[config.mk]
export PLATFORM = sky130hd
export DESIGN_NAME = switch_mcu_ahb_read_master
export DESIGN_NICKNAME = d
export VERILOG_FILES = /design/src/rtl/switch_mcu_ahb_read_master.sv
export SDC_FILE = /design/constraint.sdc
export NUM_CORES = 1
export LEC_CHECK = 0
export ABC_AREA = 1
export CORE_ASPECT_RATIO = 1.4
export CORE_MARGIN = 3
export CORE_UTILIZATION = 46
export DETAILED_ROUTE_END_ITERATION = 6
export DONT_BUFFER_PORTS = 1
export GPL_ROUTABILITY_DRIVEN = 0
export MAX_ROUTING_LAYER = met4
export SLEW_MARGIN = 20
export SYNTH_ARGS = -nofsm -noshare
export SYNTH_HDL_FRONTEND = slang
export SYNTH_SLANG_ARGS = --single-unit
[constraint.sdc]
create_clock -name in_clk -period 1.7 [get_ports in_clk]
set_input_delay 0.255 -clock in_clk [delete_from_list [all_inputs] [get_ports in_clk]]
set_output_delay 0.255 -clock in_clk [all_outputs]
set_load 0.02 [all_outputs]
[src/rtl/switch_mcu_ahb_read_master.sv]
// Single-outstanding AHB word-read initiator: 3-cycle latency, one request in flight, rsp pulse has no backpressure.
// Optional DATA/ERR wait timeout enabled by SWITCH_MCU_AHB_READ_MASTER_TIMEOUT_EN.
module switch_mcu_ahb_read_master #(
  parameter int TIMEOUT_CYCLES = 16
) (
  input  logic        in_clk,
  input  logic        in_rst,
  input  logic        in_req_valid,
  input  logic [31:0] in_req_addr,
  output logic        out_req_ready,
  output logic        out_rsp_valid,
  output logic [31:0] out_rsp_data,
  output logic        out_rsp_err,
  output logic [31:0] out_haddr,
  output logic        out_hwrite,
  output logic [3:0]  out_hsize,
  output logic [2:0]  out_hburst,
  output logic [3:0]  out_hport,
  output logic [1:0]  out_htrans,
  output logic        out_hmastlock,
  input  logic        in_hready,
  input  logic        in_hresp,
  input  logic [31:0] in_hrdata
);

  typedef enum logic [1:0] {S_IDLE, S_ADDR, S_DATA, S_ERR} state_t;

  state_t      state, state_nxt;
  logic [31:0] haddr_nxt, rsp_data_nxt;
  logic [1:0]  htrans_nxt;
  logic        rsp_valid_nxt, rsp_err_nxt;
  logic        accept;
  logic        timeout;

  assign out_req_ready = (state == S_IDLE) && !in_rst;
  assign accept        = in_req_valid && out_req_ready;

  assign out_hwrite    = 1'b0;
  assign out_hsize     = 4'd2;
  assign out_hburst    = 3'd0;
  assign out_hport     = 4'd3;
  assign out_hmastlock = 1'b0;

`ifdef SWITCH_MCU_AHB_READ_MASTER_TIMEOUT_EN
  localparam int CNT_W = $clog2(TIMEOUT_CYCLES);
  logic [CNT_W-1:0] to_cnt;

  // Held at zero outside DATA/ERR, so it restarts on every DATA entry.
  always_ff @(posedge in_clk) begin
    if (in_rst || !(state == S_DATA || state == S_ERR)) to_cnt <= '0;
    else                                                  to_cnt <= to_cnt + 1'b1;
  end

  assign timeout = !in_hready && (to_cnt == CNT_W'(TIMEOUT_CYCLES - 1));
`else
  assign timeout = 1'b0;
`endif

  always_comb begin
    state_nxt     = state;
    haddr_nxt     = out_haddr;
    htrans_nxt    = out_htrans;
    rsp_valid_nxt = 1'b0;
    rsp_data_nxt  = out_rsp_data;
    rsp_err_nxt   = out_rsp_err;
    case (state)
      S_IDLE: begin
        if (accept) begin
          if (in_req_addr[1:0] == 2'b00) begin
            haddr_nxt  = in_req_addr;
            htrans_nxt = 2'd1;
            state_nxt  = S_ADDR;
          end else begin
            rsp_valid_nxt = 1'b1;
            rsp_err_nxt   = 1'b1;
            rsp_data_nxt  = '0;
          end
        end
      end
      S_ADDR: begin
        if (in_hready) begin
          htrans_nxt = 2'd0;
          state_nxt  = S_DATA;
        end
      end
      S_DATA: begin
        if (in_hready) begin
          state_nxt     = S_IDLE;
          rsp_valid_nxt = 1'b1;
          rsp_err_nxt   = in_hresp;
          rsp_data_nxt  = in_hresp ? 32'd0 : in_hrdata;
        end else if (timeout) begin
          state_nxt     = S_IDLE;
          rsp_valid_nxt = 1'b1;
          rsp_err_nxt   = 1'b1;
          rsp_data_nxt  = '0;
        end else if (in_hresp) begin
          state_nxt = S_ERR;
        end
      end
      S_ERR: begin
        if (in_hready || timeout) begin
          state_nxt     = S_IDLE;
          rsp_valid_nxt = 1'b1;
          rsp_err_nxt   = 1'b1;
          rsp_data_nxt  = '0;
        end
      end
      default: state_nxt = S_IDLE;
    endcase
  end

  always_ff @(posedge in_clk) begin
    if (in_rst) begin
      state         <= S_IDLE;
      out_haddr     <= '0;
      out_htrans    <= 2'd0;
      out_rsp_valid <= 1'b0;
      out_rsp_data  <= '0;
      out_rsp_err   <= 1'b0;
    end else begin
      state         <= state_nxt;
      out_haddr     <= haddr_nxt;
      out_htrans    <= htrans_nxt;
      out_rsp_valid <= rsp_valid_nxt;
      out_rsp_data  <= rsp_data_nxt;
      out_rsp_err   <= rsp_err_nxt;
    end
  end

endmodule

==> flow_summary.toml <==
[worst_setup_path]
start_kind = "flop"
worstPathArrival_ps = 1760
crit_fanout = 64
crit_path_end_kind = "flop"
worstReg2RegStart = "state[1]$_SDFFE_PP0P_"
critPathKind = "reg -> reg"
required_ps = 1920
startpoint = "state[1]$_SDFFE_PP0P_"

[layout]
area_growth_pct = 5.04
layout_common_cells = "131 x nor2_1, 79 x nand2_1, 69 x dfxtp_1, 58 x o21ai_1, 39 x inv_1"
insertedDiodeCount = 0
final_common_cell = "nor2_1"
nets = 503
drive_gt1_frac = 0.0729

[clocking]
holdBufCountCts = 1
cts_sinks = 69
root_buffer = "clkbuf_8"
clock_latency_ps = 340
cts_resized = 0
cts_buffers = 9
cts_setup_buffers = 0
cts_tree = "yes"
clkTransAtPathRegs_ps = 70
clk_path_buf_depth = 2
ctsHtreeMaxLevel = 3

[placement]
io_buffers = 0
hpwl_um = 4590

[logic_synthesis]
yosysUniqueCellTypes = 23
ys_seq_area_frac = 0.445
syn_avg_cell_area_um2 = 6.99
ys_warn_count = 0
syn-instance-count = 444
syn_area_um2 = 3100
ys_seq_elements = 69

[grt]
use_met2 = 0.275
grt_pass1_vias = 2197
overflow = 0
use_met1 = 0.203
antenna_found_initial = 0
grt_pass1_wl_um = 10300
grt_max_degree = 65
met3_usage = 0.0585
grt_usage = 0.175
globalRoute.busiestLayer = "met2"

[outcome]
status = "completed"

[die]
die_y_um = 103
num_rows = 34
die_w_um = 75.4
pin_count = 151
start_util = 0.486
core_um2 = 6380
die_area_um2 = 7780

[routing]
vias_per_cell = 4.91
post_drt_wl_per_cell_um = 13.2
drt-initial-drc-count = 161
routed-via-count = 2510
wl_um = 6740
drcViolationCount = 0
final_antenna_net_count = 0
dr.pass1.iters = 4

[power]
p_leak_nw = 1.51
ir_drop_uv = 917
p_total_mw = 6.58
pwr_density_cell_nw_per_um2 = 2020

[timing]
whs_ps = 55.1
drv_slew = 0
rsz0062_at_grt = "no"
finalSetupTns_ps = 0
skew_ps = 10.2
layout_min_cycle_time_ps = 1540
setup_violations = 0
fmax_ghz = 0.648
hold_viol = 0
finalCritPeriodShare = 0.908

[job]
drv_cap = 0

[worst_hold_path]
min_from = "in_req_addr[26]"
hold_class = "in -> reg"
report_power, final:
part	internal, mW	switching (mW)	total (mW)
logic	0.734	1.29	2.03
clock network	0.903	0.595	1.50
registers	2.11	0.943	3.05
cell type report:
| cell class | instances | area (µm²) |
|---|---|---|
| clock buffers | 12 | 155 |
| clock inverters | 4 | 70.1 |
| fillers | 670 | 3120 |
| inverters | 41 | 154 |
| multi-input cells | 306 | 1320 |
| flip-flops and latches | 69 | 1380 |
| well taps | 72 | 90.1 |
| repair buffers | 7 | 90.1 |
worst max-delay path, cell delays in order, from the launching register on:
cell	delay (ps)
dfxtp_1	590
nand2_1	190
nand2_4	150
nand2_8	220
o21ai_1	210
nor2_1	50
per-stage QoR:
step / setup slack, ps / cell area (µm²) / util / cells
finish: 157 / 3260 / 0.511 / 511
global route: 35.2 / 3260 / 0.511 / 511
detailed placement: 156 / 3010 / 0.472 / 494
floorplan: 451 / 3150 / - / 456
global placement: 225 / 3010 / 0.472 / 494
CTS: 140 / 3260 / 0.511 / 511
layer usage:
| layer | wire [µm] | vias up | part of all wire |
|---|---|---|---|
| met3 | 678 | 10 | 0.10 |
| met5 | 0 | - | 0 |
| met1 | 2720 | 1087 | 0.40 |
| li1 | - | 1306 | - |
| met4 | 118 | 0 | 0.018 |
| met2 | 3220 | 107 | 0.48 |
synthesized netlist by cell type:
cell type  count  area, µm²
buf_6          5       56.3
buf_4         19        143
nand2_4        2       22.5
nand3_2        1       10.0
a21oi_1        5       25.0
dfxtp_1       69       1380
inv_1         39        146
buf_2          4       20.0
nor2_8         1       20.0
clkbuf_8       3       41.3
conb_1         2       7.51
nor2_4         1       11.3
o21ai_1       58        290
nand2_8        1       20.0
nor3_1         1       5.00
nand2_2        1       6.26
clkbuf_1       9       33.8
o21ai_0        4       20.0
inv_2          2       7.51
nor2_1       131        492
nand2_1       79        297
nand3_1        6       30.0
o21ai_4        1       16.3
worst paths after layout:
path                                  end  slack, ps  depth (start not counted)
max          out_rsp_data[7]$_SDFFE_PP0P_        160                          5
min            out_haddr[26]$_SDFFE_PP0P_         60                          2
max reg2reg  out_rsp_data[7]$_SDFFE_PP0P_        160                          5
min reg2reg     out_haddr[0]$_SDFFE_PP0P_        550                          2
cell families (layout without fill, tap and decap cells):
| family | after synthesis | after routing | share of synthesized area |
|---|---|---|---|
| other cells | 2 | 14 | 0.00242 |
| compound gates | 68 | 68 | 0.113 |
| buf+inv | 81 | 64 | 0.144 |
| flops | 69 | 69 | 0.445 |
| simple gates | 224 | 224 | 0.294 |
state kept, by name, indices dropped and copies added (netlist names):
signal	flops
out_rsp_valid	1
out_rsp_err	1
out_haddr	32
out_rsp_data	32
state	2
out_htrans	1
Note: power is estimated with default switching activity, not from simulation.
